`src/rtl/branch_resolve_ctrl_if.sv`:
```
// rtl/branch_resolve_ctrl_if.sv - decode-to-branch-controller bundle with decode/controller modports
interface branch_resolve_ctrl_if #(
  parameter int unsigned CNT_W = 16
);
  logic             br_valid;
  logic             br_ready;
  logic             B;
  logic [7:0]       decoded_f3;
  logic [31:0]      rs1_data;
  logic [31:0]      rs2_data;
  logic [31:0]      pc;
  logic [31:0]      imm;
  logic             cnt_clr;
  logic [2:0]       comp_code;
  logic             res_valid;
  logic             taken;
  logic [31:0]      target_pc;
  logic             pc_sel;
  logic             flush;
  logic             stall;
  logic             illegal;
  logic             misalign;
  logic [CNT_W-1:0] branch_count;
  logic [CNT_W-1:0] taken_count;

  // Decode side: presents branches, observes resolution and front-end control
  modport master (
    output br_valid, B, decoded_f3, rs1_data, rs2_data, pc, imm, cnt_clr,
    input  br_ready, comp_code, res_valid, taken, target_pc, pc_sel, flush,
           stall, illegal, misalign, branch_count, taken_count
  );

  // Controller side
  modport slave (
    input  br_valid, B, decoded_f3, rs1_data, rs2_data, pc, imm, cnt_clr,
    output br_ready, comp_code, res_valid, taken, target_pc, pc_sel, flush,
           stall, illegal, misalign, branch_count, taken_count
  );
endinterface

```
`src/rtl/branch_resolve_ctrl.sv`:
```
// rtl/branch_resolve_ctrl.sv - multi-cycle RV32I branch resolution, redirect/flush sequencing and statistics
module branch_resolve_ctrl #(
  parameter int unsigned FLUSH_CYCLES = 2,
  parameter int unsigned CNT_W        = 16
) (
  input  logic                  clk,
  input  logic                  rst,
  branch_resolve_ctrl_if.slave  bus
);

  typedef enum logic [1:0] {IDLE, EVAL, FLUSH} state_t;

  localparam logic [3:0]       FLUSH_LOAD = 4'(FLUSH_CYCLES - 1);
  localparam logic [CNT_W-1:0] CNT_ONE    = {{(CNT_W-1){1'b0}}, 1'b1};
  localparam logic [CNT_W-1:0] CNT_MAX    = {CNT_W{1'b1}};

  state_t           state_q, state_d;
  logic [3:0]       fcnt_q, fcnt_d;
  logic [31:0]      rs1_q, rs2_q, pc_q, imm_q;
  logic [7:0]       f3_q;
  logic [31:0]      tgt_q;
  logic [2:0]       code_q;
  logic [CNT_W-1:0] bcnt_q, tcnt_q;

  logic        accept;
  logic        in_eval;
  logic        f3_legal;
  logic [2:0]  eval_code;
  logic        cond;
  logic        cond_taken;
  logic [31:0] eval_target;
  logic        misaligned;
  logic        redirect;

  assign accept  = (state_q == IDLE) && bus.br_valid && bus.B;
  assign in_eval = (state_q == EVAL);

  // Exactly one bit set, and not one of the two funct3 codes RV32I leaves unused
  assign f3_legal = (f3_q != 8'd0) && ((f3_q & (f3_q - 8'd1)) == 8'd0) && !f3_q[2] && !f3_q[3];

  // One-hot funct3 to comparator select; illegal encodings report 000
  always_comb begin
    eval_code = 3'b000;
    if (f3_legal) begin
      if (f3_q[1])      eval_code = 3'b001;
      else if (f3_q[4]) eval_code = 3'b100;
      else if (f3_q[5]) eval_code = 3'b101;
      else if (f3_q[6]) eval_code = 3'b110;
      else if (f3_q[7]) eval_code = 3'b111;
      else              eval_code = 3'b000;
    end
  end

  // Branch comparator driven by the selected comparison
  always_comb begin
    cond = 1'b0;
    case (eval_code)
      3'b000:  cond = (rs1_q == rs2_q);
      3'b001:  cond = (rs1_q != rs2_q);
      3'b100:  cond = ($signed(rs1_q) <  $signed(rs2_q));
      3'b101:  cond = ($signed(rs1_q) >= $signed(rs2_q));
      3'b110:  cond = (rs1_q <  rs2_q);
      3'b111:  cond = (rs1_q >= rs2_q);
      default: cond = 1'b0;
    endcase
  end

  assign cond_taken  = f3_legal && cond;
  assign eval_target = cond_taken ? (pc_q + imm_q) : (pc_q + 32'd4);
  assign misaligned  = cond_taken && (eval_target[1:0] != 2'b00);
  assign redirect    = cond_taken && !misaligned;

  // State and flush down-counter registers
  always_ff @(posedge clk or posedge rst) begin
    if (rst) begin
      state_q <= IDLE;
      fcnt_q  <= 4'd0;
    end else begin
      state_q <= state_d;
      fcnt_q  <= fcnt_d;
    end
  end

  // Next-state: one EVAL cycle, then FLUSH only for an aligned taken redirect
  always_comb begin
    state_d = state_q;
    fcnt_d  = fcnt_q;
    case (state_q)
      IDLE: begin
        if (accept) state_d = EVAL;
      end
      EVAL: begin
        if (redirect) begin
          state_d = FLUSH;
          fcnt_d  = FLUSH_LOAD;
        end else begin
          state_d = IDLE;
        end
      end
      FLUSH: begin
        if (fcnt_q == 4'd0) state_d = IDLE;
        else                fcnt_d  = fcnt_q - 4'd1;
      end
      default: state_d = IDLE;
    endcase
  end

  // Capture the branch operands when decode hands one over
  always_ff @(posedge clk or posedge rst) begin
    if (rst) begin
      rs1_q <= 32'd0;
      rs2_q <= 32'd0;
      pc_q  <= 32'd0;
      imm_q <= 32'd0;
      f3_q  <= 8'd0;
    end else if (accept) begin
      rs1_q <= bus.rs1_data;
      rs2_q <= bus.rs2_data;
      pc_q  <= bus.pc;
      imm_q <= bus.imm;
      f3_q  <= bus.decoded_f3;
    end
  end

  // Hold the resolved target and select after EVAL so they stay stable through FLUSH
  always_ff @(posedge clk or posedge rst) begin
    if (rst) begin
      tgt_q  <= 32'd0;
      code_q <= 3'b000;
    end else if (in_eval) begin
      tgt_q  <= eval_target;
      code_q <= eval_code;
    end
  end

  // Saturating statistics; clear takes priority over a same-cycle increment
  always_ff @(posedge clk or posedge rst) begin
    if (rst) begin
      bcnt_q <= '0;
      tcnt_q <= '0;
    end else if (bus.cnt_clr) begin
      bcnt_q <= '0;
      tcnt_q <= '0;
    end else begin
      if (in_eval && f3_legal && (bcnt_q != CNT_MAX)) bcnt_q <= bcnt_q + CNT_ONE;
      if (in_eval && redirect && (tcnt_q != CNT_MAX)) tcnt_q <= tcnt_q + CNT_ONE;
    end
  end

  assign bus.br_ready     = (state_q == IDLE);
  assign bus.stall        = (state_q != IDLE);
  assign bus.res_valid    = in_eval;
  assign bus.comp_code    = in_eval ? eval_code : code_q;
  assign bus.target_pc    = in_eval ? eval_target : tgt_q;
  assign bus.taken        = in_eval && cond_taken;
  assign bus.illegal      = in_eval && !f3_legal;
  assign bus.misalign     = in_eval && misaligned;
  assign bus.flush        = (state_q == FLUSH);
  assign bus.pc_sel       = (state_q == FLUSH);
  assign bus.branch_count = bcnt_q;
  assign bus.taken_count  = tcnt_q;

endmodule

```
`src/flat_wrapper.sv`:
```
// flat-port wrapper written by rule: the top's interface ports become plain ports
module branch_resolve_ctrl_flat 
#(
  parameter int unsigned FLUSH_CYCLES = 2,
  parameter int unsigned CNT_W        = 16
)
  (clk, rst, bus_br_valid, bus_B, bus_decoded_f3, bus_rs1_data, bus_rs2_data, bus_pc, bus_imm, bus_cnt_clr, bus_br_ready, bus_comp_code, bus_res_valid, bus_taken, bus_target_pc, bus_pc_sel, bus_flush, bus_stall, bus_illegal, bus_misalign, bus_branch_count, bus_taken_count);
  branch_resolve_ctrl_if #(.CNT_W(CNT_W)) bus_i ();
  input  logic clk;
  input  logic rst;
  input wire logic [$bits(bus_i.br_valid)-1:0] bus_br_valid;
  input wire logic [$bits(bus_i.B)-1:0] bus_B;
  input wire logic [$bits(bus_i.decoded_f3)-1:0] bus_decoded_f3;
  input wire logic [$bits(bus_i.rs1_data)-1:0] bus_rs1_data;
  input wire logic [$bits(bus_i.rs2_data)-1:0] bus_rs2_data;
  input wire logic [$bits(bus_i.pc)-1:0] bus_pc;
  input wire logic [$bits(bus_i.imm)-1:0] bus_imm;
  input wire logic [$bits(bus_i.cnt_clr)-1:0] bus_cnt_clr;
  output wire logic [$bits(bus_i.br_ready)-1:0] bus_br_ready;
  output wire logic [$bits(bus_i.comp_code)-1:0] bus_comp_code;
  output wire logic [$bits(bus_i.res_valid)-1:0] bus_res_valid;
  output wire logic [$bits(bus_i.taken)-1:0] bus_taken;
  output wire logic [$bits(bus_i.target_pc)-1:0] bus_target_pc;
  output wire logic [$bits(bus_i.pc_sel)-1:0] bus_pc_sel;
  output wire logic [$bits(bus_i.flush)-1:0] bus_flush;
  output wire logic [$bits(bus_i.stall)-1:0] bus_stall;
  output wire logic [$bits(bus_i.illegal)-1:0] bus_illegal;
  output wire logic [$bits(bus_i.misalign)-1:0] bus_misalign;
  output wire logic [$bits(bus_i.branch_count)-1:0] bus_branch_count;
  output wire logic [$bits(bus_i.taken_count)-1:0] bus_taken_count;
  assign bus_i.br_valid = bus_br_valid;
  assign bus_i.B = bus_B;
  assign bus_i.decoded_f3 = bus_decoded_f3;
  assign bus_i.rs1_data = bus_rs1_data;
  assign bus_i.rs2_data = bus_rs2_data;
  assign bus_i.pc = bus_pc;
  assign bus_i.imm = bus_imm;
  assign bus_i.cnt_clr = bus_cnt_clr;
  assign bus_br_ready = bus_i.br_ready;
  assign bus_comp_code = bus_i.comp_code;
  assign bus_res_valid = bus_i.res_valid;
  assign bus_taken = bus_i.taken;
  assign bus_target_pc = bus_i.target_pc;
  assign bus_pc_sel = bus_i.pc_sel;
  assign bus_flush = bus_i.flush;
  assign bus_stall = bus_i.stall;
  assign bus_illegal = bus_i.illegal;
  assign bus_misalign = bus_i.misalign;
  assign bus_branch_count = bus_i.branch_count;
  assign bus_taken_count = bus_i.taken_count;
  branch_resolve_ctrl #(.FLUSH_CYCLES(FLUSH_CYCLES), .CNT_W(CNT_W)) u_core (.clk(clk), .rst(rst), .bus(bus_i));
endmodule
```
`config.mk`:
```
export PLATFORM = sky130hd
export DESIGN_NAME = branch_resolve_ctrl_flat
export DESIGN_NICKNAME = d
export VERILOG_FILES = /design/src/rtl/branch_resolve_ctrl_if.sv /design/src/rtl/branch_resolve_ctrl.sv /design/src/flat_wrapper.sv
export SDC_FILE = /design/constraint.sdc
export NUM_CORES = 1
export LEC_CHECK = 0
export ABC_CLOCK_PERIOD_IN_PS = 22100
export CORE_UTILIZATION = 55
export DETAILED_ROUTE_END_ITERATION = 12
export DONT_BUFFER_PORTS = 1
export GPL_TIMING_DRIVEN = 0
export HOLD_SLACK_MARGIN = 0.05
export PLACE_DENSITY = 0.68
export SLEW_MARGIN = 10
export SYNTH_ARGS = -nofsm -noshare
export SYNTH_HDL_FRONTEND = slang
export SYNTH_SLANG_ARGS = --single-unit
```
`constraint.sdc`:
```
create_clock -name clk -period 22.1 [get_ports clk]
set_input_delay 4.42 -clock clk [delete_from_list [all_inputs] [get_ports clk]]
set_output_delay 4.42 -clock clk [all_outputs]
set_load 0.02 [all_outputs]
```
* After elaboration in Yosys (flattened, before gate mapping)
Index checks and enable logic that the tools add are counted.
Word-level totals: register bits after elaboration 209, output and inout bits 75, word-level logic and storage cells 89
Cells by class: $add $sub $neg 6, $lt $le $gt $ge 4, equality and inequality tests 15, muxes and demuxes 21, bitwise logic cells 1, reductions and logical operators 31
Operators by type and width (count):
- >= comparator 32 bit | 2
- less-than comparator 32 bit | 2
- 2-to-1 mux 16 bit | 4
- 2-to-1 mux 32 bit | 2
- adder 16 x 1 -> 16 bit, second input constant | 2
- adder 32 x 3 -> 32 bit, second input constant | 1
- adder 32 bit | 1
- equality test 32 bit | 1
- != test 16 bit, second input constant | 2
- != test 32 bit | 1
- 2-to-1 mux 3 bit | 7
- logical AND 1 bit | 15
- equality test 3 bit, second input constant | 4
- nonzero test 2 bit | 5
- bitwise AND 8 bit | 1
- zero test 8 bit | 1
- 2-to-1 mux 4 bit | 2
- one-hot mux 4 bit (2 select lines) | 1
- nonzero test 8 bit | 1
- subtractor 8 x 1 -> 8 bit, second input constant | 1
- 2-to-1 mux 2 bit | 3
- one-hot mux 1 bit (6 select lines) | 1
- one-hot mux 2 bit (3 select lines) | 1
- zero test 1 bit | 4
- 11 further kinds | 13

* Longest topological paths before layout
depth in word-level cells 19, mapped depth 13, depth with buffers taken out 12

* Least setup slack after synthesis
No wires, ideal clock.
kind register to output, start point register u_core.rs1_q[31], end point output bus_target_pc[27], arrival 3.294 ns, path slack 14.386 ns, cell stages (with the launch flop) 11, path buffers 1, cells stage by stage dfrtp_1 -> ha_1 -> nand4_1 -> or4_1 -> nor2_1 -> xnor2_1 -> nor2_1 -> a311oi_1 -> a21oi_1 -> clkbuf_1 -> o311ai_0
Between the ends: cells in the longest elaborated chain, start to end 5, elaborated cells between the ends (all ways) 10, those cells by class order compare (4); eq/ne (2); mux (3); reduce/logical (1)
RTL lines:
- start: declaration | RTL line branch_resolve_ctrl.sv:19 | logic [31:0] rs1_q, rs2_q, pc_q, imm_q;
- start signal: assignment | RTL line branch_resolve_ctrl.sv:117 | rs1_q <= bus.rs1_data;
- >= comparator 32 bit (tied with other cells) | RTL line branch_resolve_ctrl.sv:63 | 3'b111: cond = (rs1_q >= rs2_q);
- one-hot mux 1 bit (6 select lines) * | RTL line branch_resolve_ctrl.sv:57 | case (eval_code)
- logical AND 1 bit * | RTL line branch_resolve_ctrl.sv:68 | assign cond_taken = f3_legal && cond;
- 2-to-1 mux 32 bit * | RTL line branch_resolve_ctrl.sv:69 | assign eval_target = cond_taken ? (pc_q + imm_q) : (pc_q + 32'd4);
- 2-to-1 mux 32 bit * | RTL line branch_resolve_ctrl.sv:154 | assign bus.target_pc = in_eval ? eval_target : tgt_q;
- end: declaration | RTL line flat_wrapper.sv:23 | output wire logic [$bits(bus_i.target_pc)-1:0] bus_target_pc;
Every way passes the cells marked *; elsewhere a longest branch is shown, timed or not.

* Worst setup path after layout
start point register u_core.rs1_q[31], end point output bus_target_pc[4]
The elaborated chain is that of the path after synthesis.

==> results.toml <==
[status]
status = "completed"

[synth]
ys_ff_latch = 209
synth_area_um2 = 11600
ys_warn_count = 0
syn_area_per_cell_um2 = 10.1
synthAdderAreaFrac_pct = 7.43
synth_cells = 1142
synth.mux.area_fraction_pct = 11.7
synth-compound-area-share_pct = 13.1
synth-simple-area-share_pct = 13.9
async_flop_share_pct = 100
yosysSeqAreaShare_pct = 45.3
synth_fp_nets = 1351
synth_xor_area_share_pct = 5.15
ys_types = 62
synth_top_family_by_area = "simple AND/OR/NAND/NOR gates"
synth_edf_count = 0
synth-main-ff-cell = "dfrtp_1"

[setup_path]
required_ns = 17.68
crit_type = "reg -> out"
startpoint_type = "flip-flop"
cpMostUsedCell = "nor2_1"
cp_slowest_cell = "a221o_1"
arrival_ns = 4.63
crit_path_end_kind = "output pin"
max_stage_delay_ns = 0.59
cp_max_fo = 10
crit_chain = "ha_1 -> nand4_1 -> or4_1 -> nor2_1 -> xnor2_1 -> nor2_1 -> a311oi_1 -> a211o_1 -> clkbuf_1 -> clkinv_1 -> a221o_1"

[sta]
rsz0062_at_grt = "false"
hold_violations = 0
slew_viol_final = 0
setup_viol = 0
max_freq_mhz = 110
min_period_ns = 9.05
finalCritPeriodShare_pct = 40.9
finalClockSkew_ns = 0.0179
worst_pin_slew_ns = 1.02
final.setup.tns_ns = 0
maxSlewHeadroom_pct = 31.5

[final_layout]
nFillCells = 1720
layout-drive-gt1-share_pct = 13.6
final_cell_area_um2 = 12800
nets = 1381
area_growth_pct = 11.2

[flow_run]
drv_cap = 0

[routing]
drc = 0
routedWlPerCell_um = 19.3
initialDrtViolationCount = 366
routed_wl_um = 28200
vias = 8671
drtPass1Iterations = 5
vias_per_cell = 5.93
final_antenna_net_count = 0

[clock_network]
cts_resized = 0
cts_buffer_depth = 3
cts_buffers = 25
clk_latency_ns = 0.53
root_buffer = "clkbuf_16"
htreeDepth = 1
numClockSinks = 209
cts.clk_slew.worst_paths_ns = 0.05
cts_setup_buffers = 0
cts_hold_buffers = 0
cts_tree = "built"

[pwr]
powerDensity_nw_per_um2 = 101
p_leak_nw = 5.48
peakVddDrop_uv = 74.5

[die]
ioPinCount = 216
start_util_pct = 56.6
die_h_um = 147
die_w_um = 147
die_area_um2 = 21600
core_um2 = 20400
placementRows = 52

[placement]
gp_congestion = 0.929
place_area_um2 = 12000
port_buffers = 0
dpl.hpwl_um = 20700

[grt]
grt_first_pass_wirelength_um = 45600
grt_usage_pct = 26.5
antenna_found_initial = 3
grt_pass1_vias = 8540
grt_max_degree = 94
overflow = 0

[worst_hold_path]
hold_path.class = "reg -> reg"
-- per-stage QoR --
stage                     utilization [%]  instances  worst slack, ns  hold WS [ns]  total power [W]
after floorplan                         -       1142            11.97         0.482         0.000782
after global placement               58.2       1412             9.60         0.494         0.000856
after detailed placement             58.5       1415            13.56         0.502         0.000865
after CTS                            62.8       1460            13.00         0.515          0.00130
after global routing                 62.9       1461            12.84         0.522          0.00137
final                                62.9       1463            13.05         0.513          0.00130
-- routing by layer --
metal  part of all wire (%)  vias up  global-route usage, %
met3                    8.0       39                   7.14
li1                       -     4163                      -
met2                     46      259                   42.3
met1                     44     4208                   36.2
met5                  0.053        -                      0
met4                    2.1        2                   6.29
-- report_power, final --
| group | total (W) | switching (W) | internal [W] |
|---|---|---|---|
| logic | 0.000378 | 0.000220 | 0.000158 |
| clock network | 0.000435 | 0.000161 | 0.000274 |
| registers | 0.000485 | 0.0000401 | 0.000444 |
| total | 0.00130 | 0.000421 | 0.000877 |
-- cell families (layout without fill, tap and decap cells) --
group,Yosys count,count (layout)
XOR/XNOR,68,68
adder cells (fa/ha/maj),68,68
multiplexers,122,122
AND/OR/NAND/NOR,333,333
buffers and inverters,102,150
other,0,3
flip-flops,209,209
AO/OA/AOI/OAI,240,240
-- critical path: cells and delay by family (launching register included) --
family	cells	cell delay, ns
fa+ha+maj	1	0.37
xor+xnor	1	0.16
compound gates	3	1.19
simple gates	4	1.04
flops	1	0.39
buf+inv	2	0.95
-- Yosys cell counts (22+ instances only) --
| master | instances | area share, % |
|---|---|---|
| dfrtp_1 | 209 | 45 |
| nor2_1 | 60 | 1.9 |
| nand2_1 | 116 | 3.8 |
| xnor2_1 | 39 | 3.0 |
| clkbuf_1 | 38 | 1.2 |
| xor2_1 | 29 | 2.2 |
| ha_1 | 67 | 7.3 |
| o21ai_0 | 86 | 3.7 |
| a21oi_1 | 58 | 2.5 |
| mux2_2 | 106 | 10 |
| nand3_1 | 34 | 1.5 |
| inv_1 | 55 | 1.8 |
| nor3_1 | 22 | 0.95 |
-- sequential cells by signal (all words and copies together) (netlist names) --
| register | cells |
|---|---|
| u_core.bus.branch_count | 16 |
| u_core.bus.taken_count | 16 |
| u_core.code_q | 3 |
| u_core.f3_q | 8 |
| u_core.fcnt_q | 4 |
| u_core.imm_q | 32 |
| u_core.pc_q | 32 |
| u_core.rs1_q | 32 |
| u_core.rs2_q | 32 |
| u_core.state_q | 2 |
| u_core.tgt_q | 32 |
-- layout by cell type (no fill, tap or decap), types with 25 or more instances in the layout --
| cell | count |
|---|---|
| dfrtp_1 | 209 |
| clkbuf_1 | 44 |
| xnor2_1 | 39 |
| mux2_2 | 106 |
| nand2_1 | 116 |
| nand3_1 | 34 |
| inv_1 | 54 |
| a21oi_1 | 58 |
| ha_1 | 67 |
| nor2_1 | 60 |
| clkbuf_16 | 25 |
| xor2_1 | 29 |
| o21ai_0 | 86 |
-- layout make-up --
type | count | area [µm²] | area share, %
multi-input cells | 831 | 5930 | 46.1
flip-flops and latches | 209 | 5230 | 40.7
clock buffers | 37 | 731 | 5.69
well taps | 270 | 338 | 2.63
inverters | 57 | 221 | 1.72
plain buffers | 45 | 185 | 1.44
clock inverters | 8 | 146 | 1.14
repair buffers | 3 | 58.8 | 0.458
diodes | 3 | 7.51 | 0.0584
-- final timing paths --
kind                                  start                          to  slack [ns]  depth (start not counted)
setup / recovery           u_core.rs1_q[31]            bus_target_pc[4]       13.05                         11
hold / removal               u_core.f3_q[3]              u_core.f3_q[3]        0.51                          1
min in group asynchronous               rst  u_core.bus.branch_count[5]        3.71                          1
setup reg to reg           u_core.rs1_q[31]             u_core.tgt_q[4]       17.81                         11
max in group asynchronous               rst             u_core.imm_q[9]       17.24                          3
hold reg to reg              u_core.f3_q[3]              u_core.f3_q[3]        0.51                          1
Note: power is estimated with default switching activity, not from simulation.
